$ cat config.mk
export PLATFORM = sky130hd
export DESIGN_NAME = ssp_tx_sched_flat
export DESIGN_NICKNAME = d
export VERILOG_FILES = /design/src/rtl/ssp_tx_sched_if.sv /design/src/rtl/ssp_tx_sched.sv /design/src/flat_wrapper.sv
export SDC_FILE = /design/constraint.sdc
export NUM_CORES = 1
export LEC_CHECK = 0
export ABC_AREA = 1
export CELL_PAD_IN_SITES_DETAIL_PLACEMENT = 2
export CELL_PAD_IN_SITES_GLOBAL_PLACEMENT = 2
export CORE_ASPECT_RATIO = 0.75
export CORE_MARGIN = 3
export CORE_UTILIZATION = 25
export CTS_CLUSTER_SIZE = 12
export DETAILED_ROUTE_END_ITERATION = 6
export PLACE_DENSITY = 0.88
export REMOVE_ABC_BUFFERS = 1
export SLEW_MARGIN = 25
export SYNTH_ARGS = -nofsm -noshare
export SYNTH_HDL_FRONTEND = slang
export SYNTH_SLANG_ARGS = --single-unit
$ cat constraint.sdc
create_clock -name PCLK -period 2.76 [get_ports PCLK]
set_clock_uncertainty 0.05 [all_clocks]
set_input_delay 0.414 -clock PCLK [delete_from_list [all_inputs] [get_ports PCLK]]
set_output_delay 0.414 -clock PCLK [all_outputs]
set_load 0.005 [all_outputs]
$ cat src/rtl/ssp_tx_sched_if.sv
// Bundle between the SSP transmit scheduler, its requesters and the serial engine.
// Latency: n/a (wires only).
// Backpressure: n/a; transmit_complete from the engine paces the scheduler.
// Ports: req/req_data/req_en (requesters -> scheduler), gnt/done (scheduler -> requesters),
//        tx_ready/TxData (scheduler -> engine), transmit_complete (engine -> scheduler),
//        err/busy/frame_cnt (status).
interface ssp_tx_sched_if;
  logic [3:0]  req;
  logic [31:0] req_data;
  logic [3:0]  req_en;
  logic        transmit_complete;
  logic        tx_ready;
  logic [7:0]  TxData;
  logic [3:0]  gnt;
  logic [3:0]  done;
  logic        err;
  logic        busy;
  logic [15:0] frame_cnt;

  // Environment side: drives requests and engine status, observes the scheduler.
  modport master (
    output req, req_data, req_en, transmit_complete,
    input  tx_ready, TxData, gnt, done, err, busy, frame_cnt
  );

  // Scheduler side.
  modport slave (
    input  req, req_data, req_en, transmit_complete,
    output tx_ready, TxData, gnt, done, err, busy, frame_cnt
  );
endinterface

$ cat src/rtl/ssp_tx_sched.sv
// Round-robin scheduler feeding one byte per grant from four requesters to the SSP transmit engine.
// Latency: grant, tx_ready and TxData registered one edge after an eligible request is seen in IDLE.
// Backpressure: holds tx_ready until the engine drops transmit_complete (16-cycle timeout), then waits for it to rise.
// Ports: PCLK (clock), CLEAR_B (sync active-low reset), bus (ssp_tx_sched_if.slave).
module ssp_tx_sched (
  input  logic           PCLK,
  input  logic           CLEAR_B,
  ssp_tx_sched_if.slave  bus
);

  typedef enum logic [1:0] {IDLE, START, SHIFT, DONE} state_t;

  state_t      state_q, state_d;
  logic [1:0]  ptr_q, ptr_d;
  logic [3:0]  to_cnt_q, to_cnt_d;
  logic [3:0]  gnt_q, gnt_d;
  logic [3:0]  done_q, done_d;
  logic        err_q, err_d;
  logic        tx_ready_q, tx_ready_d;
  logic [7:0]  tx_data_q, tx_data_d;
  logic [15:0] frame_cnt_q, frame_cnt_d;

  logic [3:0]  eligible;
  logic        win_vld;
  logic [1:0]  win_idx;
  logic [1:0]  cand;
  logic [1:0]  owner_idx;

  // Round-robin pick. Scanning offsets from high to low lets the smallest
  // offset from ptr overwrite earlier candidates, so ptr, ptr+1, ... wins in order.
  always_comb begin
    eligible = bus.req & bus.req_en;
    win_vld  = 1'b0;
    win_idx  = ptr_q;
    cand     = ptr_q;
    for (int i = 3; i >= 0; i--) begin
      cand = ptr_q + 2'(i);
      if (eligible[cand]) begin
        win_vld = 1'b1;
        win_idx = cand;
      end
    end
  end

  // gnt is one-hot while owned; recover the owner index for the pointer update.
  always_comb begin
    case (gnt_q)
      4'b0010: owner_idx = 2'd1;
      4'b0100: owner_idx = 2'd2;
      4'b1000: owner_idx = 2'd3;
      default: owner_idx = 2'd0;
    endcase
  end

  always_comb begin
    state_d     = state_q;
    ptr_d       = ptr_q;
    to_cnt_d    = to_cnt_q;
    gnt_d       = gnt_q;
    done_d      = 4'b0000;
    err_d       = 1'b0;
    tx_ready_d  = tx_ready_q;
    tx_data_d   = tx_data_q;
    frame_cnt_d = frame_cnt_q;
    case (state_q)
      IDLE: begin
        gnt_d      = 4'b0000;
        tx_ready_d = 1'b0;
        if (win_vld) begin
          state_d    = START;
          gnt_d      = 4'b0001 << win_idx;
          tx_ready_d = 1'b1;
          tx_data_d  = bus.req_data[{win_idx, 3'b000} +: 8];
          to_cnt_d   = 4'd0;
        end
      end
      START: begin
        if (!bus.transmit_complete) begin
          state_d    = SHIFT;
          tx_ready_d = 1'b0;
        end else if (to_cnt_q == 4'hF) begin
          // Engine never started: abandon without touching ptr so the
          // same requester is retried first.
          state_d    = IDLE;
          err_d      = 1'b1;
          gnt_d      = 4'b0000;
          tx_ready_d = 1'b0;
          to_cnt_d   = 4'd0;
        end else begin
          to_cnt_d = to_cnt_q + 4'd1;
        end
      end
      SHIFT: begin
        if (bus.transmit_complete) begin
          state_d = DONE;
          done_d  = gnt_q;   // visible during the DONE cycle
        end
      end
      DONE: begin
        state_d     = IDLE;
        frame_cnt_d = frame_cnt_q + 16'd1;
        ptr_d       = owner_idx + 2'd1;
        gnt_d       = 4'b0000;
      end
      default: state_d = IDLE;
    endcase
  end

  always_ff @(posedge PCLK) begin
    if (!CLEAR_B) begin
      state_q     <= IDLE;
      ptr_q       <= 2'd0;
      to_cnt_q    <= 4'd0;
      gnt_q       <= 4'b0000;
      done_q      <= 4'b0000;
      err_q       <= 1'b0;
      tx_ready_q  <= 1'b0;
      tx_data_q   <= 8'h00;
      frame_cnt_q <= 16'h0000;
    end else begin
      state_q     <= state_d;
      ptr_q       <= ptr_d;
      to_cnt_q    <= to_cnt_d;
      gnt_q       <= gnt_d;
      done_q      <= done_d;
      err_q       <= err_d;
      tx_ready_q  <= tx_ready_d;
      tx_data_q   <= tx_data_d;
      frame_cnt_q <= frame_cnt_d;
    end
  end

  assign bus.gnt       = gnt_q;
  assign bus.done      = done_q;
  assign bus.err       = err_q;
  assign bus.tx_ready  = tx_ready_q;
  assign bus.TxData    = tx_data_q;
  assign bus.frame_cnt = frame_cnt_q;
  assign bus.busy      = (state_q != IDLE);

endmodule
$ cat src/flat_wrapper.sv
// flat-port wrapper written by rule: the top's interface ports become plain ports
module ssp_tx_sched_flat 
  (PCLK, CLEAR_B, bus_req, bus_req_data, bus_req_en, bus_transmit_complete, bus_tx_ready, bus_TxData, bus_gnt, bus_done, bus_err, bus_busy, bus_frame_cnt);
  ssp_tx_sched_if bus_i ();
  input  logic PCLK;
  input  logic CLEAR_B;
  input wire logic [$bits(bus_i.req)-1:0] bus_req;
  input wire logic [$bits(bus_i.req_data)-1:0] bus_req_data;
  input wire logic [$bits(bus_i.req_en)-1:0] bus_req_en;
  input wire logic [$bits(bus_i.transmit_complete)-1:0] bus_transmit_complete;
  output wire logic [$bits(bus_i.tx_ready)-1:0] bus_tx_ready;
  output wire logic [$bits(bus_i.TxData)-1:0] bus_TxData;
  output wire logic [$bits(bus_i.gnt)-1:0] bus_gnt;
  output wire logic [$bits(bus_i.done)-1:0] bus_done;
  output wire logic [$bits(bus_i.err)-1:0] bus_err;
  output wire logic [$bits(bus_i.busy)-1:0] bus_busy;
  output wire logic [$bits(bus_i.frame_cnt)-1:0] bus_frame_cnt;
  assign bus_i.req = bus_req;
  assign bus_i.req_data = bus_req_data;
  assign bus_i.req_en = bus_req_en;
  assign bus_i.transmit_complete = bus_transmit_complete;
  assign bus_tx_ready = bus_i.tx_ready;
  assign bus_TxData = bus_i.TxData;
  assign bus_gnt = bus_i.gnt;
  assign bus_done = bus_i.done;
  assign bus_err = bus_i.err;
  assign bus_busy = bus_i.busy;
  assign bus_frame_cnt = bus_i.frame_cnt;
  ssp_tx_sched u_core (.PCLK(PCLK), .CLEAR_B(CLEAR_B), .bus(bus_i));
endmodule
==> results of run 1 <==
synth_stat cells:
cell / n / area (µm²)
nor2_2: 2 / 12.5
inv_1: 36 / 135
nor3_1: 4 / 20.0
a21oi_1: 20 / 100
o21a_1: 1 / 7.51
o21ai_0: 23 / 115
buf_8: 1 / 15.0
o2111ai_1: 1 / 8.76
a31o_2: 1 / 8.76
inv_6: 2 / 17.5
nor2_1: 50 / 188
nand3_1: 42 / 210
ha_1: 2 / 25.0
buf_6: 2 / 22.5
xor2_1: 2 / 17.5
o221ai_1: 1 / 8.76
buf_2: 4 / 20.0
dfxtp_1: 42 / 841
nor2_8: 1 / 20.0
nand2_4: 1 / 11.3
buf_4: 2 / 15.0
nand4_1: 15 / 93.8
a211oi_1: 1 / 7.51
nor4_1: 3 / 18.8
nor3_4: 1 / 16.3
nand2_2: 5 / 31.3
inv_2: 2 / 7.51
nand2_1: 70 / 263
clkbuf_1: 4 / 15.0
nand3_2: 2 / 20.0
power by group:
part / internal, µW / switching, µW / total, µW
Clock: 358 / 248 / 607
Sequential: 668 / 52.4 / 720
Combinational: 279 / 353 / 632
Total: 1310 / 653 / 1960
worst max-delay path: cells and delay by family (launching register included):
| family | cells | cell delay, ns |
|---|---|---|
| buf+inv | 3 | 0.33 |
| flops | 1 | 0.60 |
| simple gates | 13 | 1.18 |
worst min path at each step:
stage	startpoint	endpoint	cells after the start
global placement	u_core.bus.tx_ready	u_core.bus.tx_ready	2
global route	u_core.bus.tx_ready	u_core.bus.tx_ready	2
finish	u_core.bus.tx_ready	u_core.bus.tx_ready	2
CTS	u_core.bus.tx_ready	u_core.bus.tx_ready	2
detailed placement	u_core.bus.tx_ready	u_core.bus.tx_ready	2
floorplan	u_core.to_cnt_q[3]	u_core.bus.err	2
cell families (layout without fill, tap and decap cells):
| logic type | count (synthesis) | after routing | synth area share (%) |
|---|---|---|---|
| compound gates | 48 | 48 | 11.2 |
| xor+xnor | 2 | 2 | 0.764 |
| fa+ha+maj | 2 | 2 | 1.09 |
| buf+inv | 53 | 130 | 10.8 |
| flops | 42 | 42 | 36.7 |
| simple gates | 196 | 196 | 39.5 |
state kept, by name (all words and copies together) (netlist names), named ones only:
register              count
u_core.to_cnt_q           4
u_core.ptr_q              2
u_core.bus.TxData         8
u_core.bus.gnt            4
u_core.state_q            1
u_core.bus.done           4
u_core.bus.frame_cnt     16
u_core.bus.tx_ready       1
u_core.bus.err            1
placed cells by master, fill, tap and decap left out, drive strengths merged:
| master | instances |
|---|---|
| a211oi | 1 |
| a21oi | 20 |
| a31o | 1 |
| buf | 5 |
| clkbuf | 6 |
| clkdlybuf4s50 | 77 |
| clkinv | 1 |
| clkinvlp | 1 |
| dfxtp | 42 |
| ha | 2 |
| inv | 40 |
| nand2 | 76 |
| nand3 | 44 |
| nand4 | 15 |
| nor2 | 53 |
| nor3 | 5 |
| nor4 | 3 |
| o2111ai | 1 |
| o21a | 1 |
| o21ai | 23 |
| o221ai | 1 |
| xor2 | 2 |
layout make-up:
class | instances | area [µm²]
sequential | 42 | 841
clock inverter | 2 | 12.5
tap | 108 | 135
multi-input combinational | 248 | 1200
inverter | 40 | 160
timing repair buffer | 82 | 821
fill | 1026 | 5360
clock buffer | 6 | 139
per-layer routing:
| layer | global-route usage, % | vias to the layer above | wire length [µm] |
|---|---|---|---|
| li1 | - | 1276 | - |
| met1 | 21.0 | 1234 | 3880 |
| met2 | 30.5 | 56 | 4060 |
| met3 | 3.45 | 4 | 386 |
| met4 | 3.13 | 0 | 33 |
| met5 | 0 | - | 0 |
stage by stage:
step / utilization [%] / power [µW]
after floorplan: - / 1050
after global placement: 36.4 / 1330
after detailed placement: 36.4 / 1370
after CTS: 38.2 / 1980
after global routing: 38.2 / 2090
final: 38.2 / 1960
==> out/qor.csv, run 1 <==
stage,metric,value,unit
floorplan,core-area,8670,µm²
synthesis,yosysWarnings,0,
finish,final_nets,464,
timing,layout_setup_ws,0.509,ns
finish,area_growth,44.5,%
routing,vias,2570,
placed_design,dpl.hpwl,6.47,mm
floorplan,io-pin-count,78,
clock_network,cts_tree,yes,
placed_design,dp.cells,520,
synthesis,ys_types,30,
timing,fin_crit,2.25,ns
finish,fin_area,3310,µm²
critical_path,start_kind,register,
finish,final_cells,528,
routing,detail_route.first_pass.iterations,4,
timing,slew_headroom,68.9,%
floorplan,rows,29,
status,status,"complete, no violations",
power,ir_worst_vdd,229,µV
floorplan,die_x,117,µm
synthesis,avgSynthCellArea,6.68,µm²
placed_design,gp_congestion,0.822,
hold_path,hold_path.class,reg2reg,
clock_network,worstSkewPairLatency,0.28,ns
critical_path,critical_path_class,reg2reg,
global_routing,grt_pass1_wl,13.9,mm
global_routing,grt_antenna_before_repair,0,
power,pwr_density_cell,592,nW/µm²
timing,finalHoldViolations,0,
critical_path,worstSetupEndpointType,register,
critical_path,startpoint,u_core.ptr_q[0],
synthesis,syn_area,2290,µm²
global_routing,grt_max_degree,27,
power,p_leak,0.00130,µW
critical_path,crit_slowest_cell,dfxtp_1,
routing,drt_iter0_markers,109,
timing,max_freq,0.444,GHz
clock_network,cts.sinks,42,
routing,drcViolationCount,0,
critical_path,timing.rr.end,u_core.bus.TxData[5],
synthesis,netlist_instances,343,
critical_path,r2r_start,u_core.ptr_q[0],
critical_path,worstRegToRegCells,16,
clock_network,ctsResizeCount,0,
clock_network,cts_setup_buffers,0,
critical_path,critPathMaxFanout,14,
critical_path,crit_path_max_incr_delay,0.60,ns
floorplan,start_util,26.4,%
run,cap_violations,0,
timing,tightest_slew,0.462,ns
placed_design,place_ws,0.226,ns
timing,hold_ws,0.429,ns
critical_path,cpMostUsedCell,nand2_1,
timing,fin_tns_setup,0,ns
timing,grt_setup_unrepaired,no,
placed_design,dpl_cell_area,3160,µm²
critical_path,cp.required,2.89,ns
clock_network,htree_levels,2,
global_routing,grt_overflow,0,
timing,min_period_over_period,81.6,%
finish,drive_above_1_share,7.14,%
floorplan,die_h,88.9,µm
global_routing,grtUsageTotal,16.8,%
global_routing,grt_pass1_vias,2873,
finish,antenna_cells,0,
synthesis,synth-seq-cells,42,
clock_network,cts_hold_buf,0,
critical_path,worstPathArrival,2.38,ns
clock_network,clk_pin_slew,0.06,ns
timing,setup_viol,0,
clock_network,numCtsBuffers,5,
routing,drt-vias-per-instance,4.87,
critical_path,path_cells,inv_6 -> nand2_1 -> nand3_1 -> nand2_1 -> inv_1 -> nand2_1 -> nand2_1 -> nand2_1 -> nand2_1 -> nand2_1 -> buf_12 -> nor2_2 -> nand2_1 -> nand2_1 -> nor2_1 -> nor2_1,
routing,detail_route.wl_per_cell,15.8,µm
critical_path,cp-endpoint,u_core.bus.TxData[5],
timing,slew_viol_final,0,
clock_network,cts_root_buf,clkbuf_16,
routing,ant_nets,0,
synthesis,yosysSeqAreaShare,36.7,%
clock_network,cts_buffer_depth,2,
routing,routed_wl,8.35,mm
floorplan,fp.dieArea,10400,µm²
placed_design,portBuffers,77,
critical_path,reg2reg_slack,0.51,ns
Note: power is estimated with default switching activity, not from simulation.
==> run 2: changes to the inputs <==
- CORE_UTILIZATION: 25 -> 21
- PLACE_DENSITY: 0.88 -> 0.79
- clock period: 2.76 -> 2 ns (I/O delays scaled with it)
==> run 2 against run 1 <==
First-iteration DRC count shrank 27%. Design area grew 11%. Global-route usage shrank 3.0 points. Final cell count grew 8.3%. Clock power grew 32%. Critical path depth shrank 3. Via count grew 1.7%. Worst setup slack lost 0.35 ns. Power grew 44%. Sequential power grew 38%. Clock-buffer cell count is the same. Critical path type unchanged. Largest cell class unchanged. Highest routed layer unchanged.
==> out/qor.csv, run 2 (synthesis gave the netlist of run 1 again) <==
stage,metric,value,unit
timing,setup_viol,0,
clock_network,cts_tree,yes,
timing,slew_viol_final,0,
placed_design,dpl_cell_area,3300,µm²
floorplan,rows,32,
finish,final_nets,482,
routing,routed_wl,8.56,mm
floorplan,die_x,127,µm
timing,fin_crit,1.84,ns
timing,slew_headroom,69.1,%
finish,largest_register_ffs,16,
finish,area_growth,60.5,%
timing,tightest_slew,0.462,ns
global_routing,grtUsageTotal,13.8,%
routing,detail_route.first_pass.iterations,4,
power,ir_worst_vdd,289,µV
global_routing,grt_max_degree,21,
timing,layout_setup_ws,0.158,ns
finish,fin_area,3680,µm²
finish,layout.cells.most_common_list,"clkdlybuf4s50_1, nand2_1, nor2_1",
routing,detail_route.wl_per_cell,15.0,µm
clock_network,htree_levels,2,
clock_network,cts_hold_buf,0,
critical_path,critical_path_class,reg2reg,
floorplan,core-area,10500,µm²
placed_design,dp.cells,560,
timing,max_freq,0.543,GHz
critical_path,start_kind,register,
routing,drt-vias-per-instance,4.57,
critical_path,critPathMaxFanout,10,
clock_network,worstSkewPairLatency,0.29,ns
critical_path,cp.required,2.12,ns
clock_network,cts.sinks,42,
critical_path,worstSetupEndpointType,register,
clock_network,numCtsBuffers,5,
routing,vias,2613,
timing,finalHoldViolations,0,
floorplan,io-pin-count,78,
critical_path,worstPathArrival,1.97,ns
finish,drive_above_1_share,18.1,%
floorplan,die_h,96.5,µm
hold_path,hold_path.class,reg2reg,
floorplan,fp.dieArea,12200,µm²
global_routing,grt_overflow,0,
routing,ant_nets,0,
clock_network,clk_pin_slew,0.06,ns
timing,min_period_over_period,92.1,%
timing,fin_tns_setup,0,ns
placed_design,dpl.hpwl,6.67,mm
global_routing,grt_pass1_wl,13.6,mm
global_routing,grt_pass1_vias,2739,
clock_network,cts_root_buf,clkbuf_16,
finish,layout_commonest_cell,clkdlybuf4s50_1,
status,status,"complete, no violations",
placed_design,gp_congestion,0.775,
run,cap_violations,0,
finish,final_cells,572,
global_routing,grt_antenna_before_repair,0,
placed_design,place_ws,-0.284,ns
placed_design,portBuffers,77,
finish,antenna_cells,0,
routing,drt_iter0_markers,80,
clock_network,cts_buffer_depth,2,
power,pwr_density_cell,766,nW/µm²
timing,hold_ws,0.434,ns
floorplan,start_util,21.9,%
routing,drcViolationCount,0,
power,p_leak,0.00151,µW
-- run 2: worst paths after layout --
kind / slack (ns) / startpoint / cells past startpoint / to
setup / recovery: 0.16 / u_core.ptr_q[0] / 13 / u_core.bus.TxData[1]
setup reg to reg: 0.16 / u_core.ptr_q[0] / 13 / u_core.bus.TxData[1]
hold reg to reg: 0.43 / u_core.bus.frame_cnt[13] / 2 / u_core.bus.frame_cnt[13]
hold / removal: 0.43 / u_core.bus.frame_cnt[13] / 2 / u_core.bus.frame_cnt[13]
-- run 2: timing repair --
item,in CTS,in global routing
gates resized for setup,2,48
pin swaps,1,14
buffers inserted,0,4
gates cloned,0,2
setup endpoints to repair,16,20
-- run 2: area by class of cell --
cell class,count,area [µm²]
Fill cell,1222,6770
Multi-Input combinational cell,248,1330
Timing Repair Buffer,100,1030
Sequential cell,42,847
Tap cell,136,170
Inverter,40,165
Clock buffer,6,139
-- run 2: power breakdown --
part           switching [µW]  internal (µW)
registers                74.0            923
logic                     529            488
clock network             321            483
-- run 2: per-layer routing --
layer  share of wire, %  track usage (%)
met1                 49             18.1
met2                 46             23.4
met3                4.3             3.13
met4               0.50             3.21
met5                  0                0
-- run 2: worst max-delay path, stage by stage (launching register included) --
cell and delay [ns]:
dfxtp_4 0.39, inv_8 0.09, nand2_1 0.05, nand2_1 0.10
nand2_2 0.08, nand2_2 0.07, nand2_1 0.06, nand2_2 0.09
nand3_2 0.14, buf_4 0.21, nand4_1 0.11, nand3_1 0.10
nor2_1 0.13, nor2_1 0.05
-- run 2: stage by stage --
step / utilization [%] / total power [µW]
detailed placement: 31.6 / 1950
floorplan: - / 1450
CTS: 33.0 / 2780
finish: 35.2 / 2820
global placement: 31.6 / 1910
global route: 35.2 / 3010
==> run 3: changes to the inputs <==
- CORE_ASPECT_RATIO: 0.75 -> not set
==> run 3 against run 2 <==
Flip-flop and latch count stayed put. Register-to-register slack worse by 0.12 ns. Clock power shrank 26%. Critical endpoint is now u_core.bus.TxData[6].
==> out/qor.csv, run 3 (synthesis gave the netlist of run 1 again) <==
stage,metric,value,unit
critical_path,worstPathArrival,2.11,ns
critical_path,critPathMaxFanout,8,
global_routing,grt_antenna_before_repair,0,
routing,drcViolationCount,0,
floorplan,io-pin-count,78,
finish,layout.cells.most_common_list,"clkdlybuf4s50_1, nand2_1, nor2_1",
routing,routed_wl,8.71,mm
clock_network,cts_buffer_depth,2,
run,cap_violations,0,
global_routing,grt_pass1_wl,13.5,mm
clock_network,clk_pin_slew,0.09,ns
timing,fin_tns_setup,0,ns
finish,drive_above_1_share,17.2,%
critical_path,r2r_start,u_core.ptr_q[0],
critical_path,worstSetupEndpointType,register,
placed_design,dpl.hpwl,6.57,mm
clock_network,worstSkewPairLatency,0.30,ns
power,p_leak,0.00147,µW
finish,antenna_cells,0,
routing,detail_route.wl_per_cell,15.2,µm
finish,final_nets,481,
finish,area_growth,58.2,%
status,status,"complete, no violations",
floorplan,core-area,10500,µm²
finish,layout_commonest_cell,clkdlybuf4s50_1,
routing,vias,2649,
placed_design,gp_congestion,0.791,
routing,drt-vias-per-instance,4.62,
global_routing,grt_overflow,0,
critical_path,cp.required,2.15,ns
timing,slew_viol_final,0,
placed_design,portBuffers,77,
floorplan,rows,37,
floorplan,die_x,110,µm
finish,fill_cells,1255,
hold_path,holdCritStartpoint,u_core.bus.gnt[2],
critical_path,startpoint,u_core.ptr_q[0],
clock_network,cts_root_buf,clkbuf_8,
clock_network,cts.sinks,42,
timing,grt_setup_unrepaired,yes,
hold_path,hold_path.class,reg2reg,
critical_path,start_kind,register,
routing,detail_route.first_pass.iterations,4,
timing,finalHoldViolations,0,
timing,setup_viol,0,
routing,ant_nets,0,
timing,max_freq,0.509,GHz
global_routing,grt_max_degree,22,
timing,fin_crit,1.96,ns
timing,tightest_slew,0.308,ns
timing,layout_setup_ws,0.0363,ns
power,ir_worst_vdd,234,µV
routing,drt_iter0_markers,52,
finish,largest_register_ffs,16,
floorplan,die_h,110,µm
global_routing,grt_pass1_vias,2847,
placed_design,place_ws,-0.286,ns
power,pwr_density_cell,719,nW/µm²
timing,slew_headroom,79.3,%
floorplan,fp.dieArea,12200,µm²
clock_network,htree_levels,2,
global_routing,grtUsageTotal,13.2,%
critical_path,critical_path_class,reg2reg,
floorplan,start_util,21.9,%
timing,min_period_over_period,98.2,%
clock_network,numCtsBuffers,5,
clock_network,cts_tree,yes,
run 3: routing by layer:
metal | part of all wire, % | vias to the layer above | global-route usage [%]
li1 | - | 1310 | -
met1 | 45 | 1267 | 16.1
met2 | 50 | 66 | 23.7
met3 | 4.2 | 6 | 2.41
met4 | 0.87 | 0 | 3.45
met5 | 0 | - | 0
run 3: power breakdown:
group          total [µW]  switching [µW]  internal [µW]
combinational        1020             530            492
sequential            991            70.1            921
clock                 596             318            278
run 3: final timing paths:
| check | endpoint | depth (start not counted) | slack (ns) |
|---|---|---|---|
| worst max-delay path | u_core.bus.TxData[6] | 16 | 0.04 |
| worst min-delay path | u_core.bus.gnt[2] | 2 | 0.44 |
| worst max register to register | u_core.bus.TxData[6] | 16 | 0.04 |
| worst min register to register | u_core.bus.gnt[2] | 2 | 0.44 |
run 3: critical path, cell delays in order, from the launching register on:
cell and delay [ns]:
dfxtp_4 0.36, buf_12 0.14, clkinv_8 0.07, nand3_2 0.06
nand2_2 0.09, nand2_1 0.08, nand2_2 0.09, nand2_2 0.07
nand2_2 0.10, nand2_2 0.06, nand2_2 0.10, nand2_4 0.09
clkbuf_16 0.16, nand3_1 0.08, nand3_1 0.12, nor2_2 0.10
nor2_1 0.05
run 3: cell type report:
cell class / instances / area, µm² / area share [%]
clock buffer: 6 / 82.6 / 2.28
clock inverter: 2 / 12.5 / 0.345
inverter: 40 / 168 / 4.62
multi-input combinational: 248 / 1320 / 36.3
sequential: 42 / 847 / 23.4
tap: 136 / 170 / 4.69
timing repair buffer: 99 / 1030 / 28.4
run 3: timing repair:
item / in CTS / in global routing
hold buffers: 0 / 0
pin swaps: 0 / 16
gates resized for setup: 2 / 39
cloned: 0 / 2
setup buffers: 0 / 6
endpoints found under the setup margin: 3 / 18
run 3: stage by stage:
step           util (%)  total power (µW)  hold WS [ns]  area, µm²  std cells
2_1_floorplan         -              1450         0.371       2200        330
3_3_place_gp       31.6              1900         0.428       3310        558
3_5_place_dp       31.6              1940         0.423       3310        558
4_1_cts            32.6              2550         0.437       3410        566
5_1_grt            34.7              2800         0.475       3630        573
6_report           34.7              2610         0.441       3630        573
==> variant, RTL diff (config.mk and constraints of run 2) <==
Re-encode `state_t` (4 states) as Gray code, 2 bits wide.
--- a/src/rtl/ssp_tx_sched.sv
+++ b/src/rtl/ssp_tx_sched.sv
@@ -8,7 +8,7 @@
   ssp_tx_sched_if.slave  bus
 );
 
-  typedef enum logic [1:0] {IDLE, START, SHIFT, DONE} state_t;
+  typedef enum logic [1:0] {IDLE = 2'b00, START = 2'b01, SHIFT = 2'b11, DONE = 2'b10} state_t;
 
   state_t      state_q, state_d;
   logic [1:0]  ptr_q, ptr_d;
Formal check against the unedited RTL: no difference found for any inputs over 10 cycles, from zero or initial values; not proved beyond that.
==> variant against run 2 <==
  * Synthesized cell count increased by 0.29%
  * Non-clock buffer count increased by 20
  * Via count increased by 5.7%
  * Routed wire length increased by 20%
  * Die area increased by 6.1%
  * Sequential cell count unchanged
  * The flow now finishes with violations (negative setup slack)
  * Cell area increased by 15%
  * Setup slack got worse by 0.22 ns
  * Synthesized area increased by 6.5%
Power is not compared: it rests on default switching activity, and its combinational part moved more than twofold at a synthesized area within 25%.
==> variant: results <==
[critical_path]
crit_start = bus_req[3]
path_max_fanout = 5
crit_arrival_ns = 2.21
reg2reg_depth = 14
critPathMaxStageDelay_ns = 0.49
slowest_stage = clkdlybuf4s50_1
crit_end = u_core.bus.gnt[1]

[yosys]
synth-xor-area-share_pct = 0.718
synth-compound-area-share_pct = 10.6
synth_cells = 344
synth_fa_ha_area_share_pct = 3.08
yosysSeqAreaShare_pct = 34.4
synth_area_leaders = dfxtp_1, nand2_1, nand3_1, nor2_1, inv_1
synth_cell_type_count = 32
muxShareOfSynthArea_pct = 0
synth_commonest_cells = nand2_1, nand3_1, dfxtp_1

[final_layout]
nNetsFinal = 512
drive_gt1_share_pct = 29.7
multiInputGateArea_sq_um = 1610
fill_cells = 1279
largest_reg_flops = 16
final_cells = 604

[route]
drtIter0Drc = 133
vias = 2762
wl_mm = 10.3

[sta]
tightest_slew_ns = 0.281
whs_ns = 0.441
setup-tns-final_ns = -0.0600
finalSetupViolCount = 1
setup_ws_ns = -0.0600

[placed_design]
pre_cts_ws_ns = -0.331
dp_cells = 582
place_hpwl_mm = 7.12
placed_area_sq_um = 3600

[outcome]
violations = negative setup slack
status = finished, violations left

[grt]
track_usage_pct = 14.6
grt_pass1_wl_mm = 15.2
first_global_vias = 2996

[cts]
cts_resized = 20
cts_buffers = 5
postCtsSetupBuffers = 3

[hold_path]
hp-start = u_core.bus.tx_ready
==> variant: power breakdown <==
| part | total [mW] | internal, mW | switching [mW] |
|---|---|---|---|
| clock network | 0.971 | 0.590 | 0.382 |
| registers | 1.16 | 1.00 | 0.156 |
| logic | 4.18 | 1.91 | 2.27 |
==> variant: area by class of cell <==
cell class	instances	share of cell area, %
Timing Repair Buffer	120	29.0
Clock inverter	3	1.07
Sequential cell	42	20.3
Clock buffer	5	2.97
Multi-Input combinational cell	253	38.3
Tap cell	140	4.15
Inverter	41	4.24
==> variant: routing by layer <==
layer	vias up	routed length [um]	track usage [%]
li1	1357	-	-
met1	1343	4620	18.8
met2	52	5130	24.4
met3	10	451	4.78
met4	0	94	2.45
met5	-	0	0
==> variant: logic make-up after synthesis <==
family,count (synthesis)
buffers and inverters,50
XOR/XNOR,2
flip-flops,42
AND/OR/NAND/NOR,198
AO/OA/AOI/OAI,46
adder cells (fa/ha/maj),6
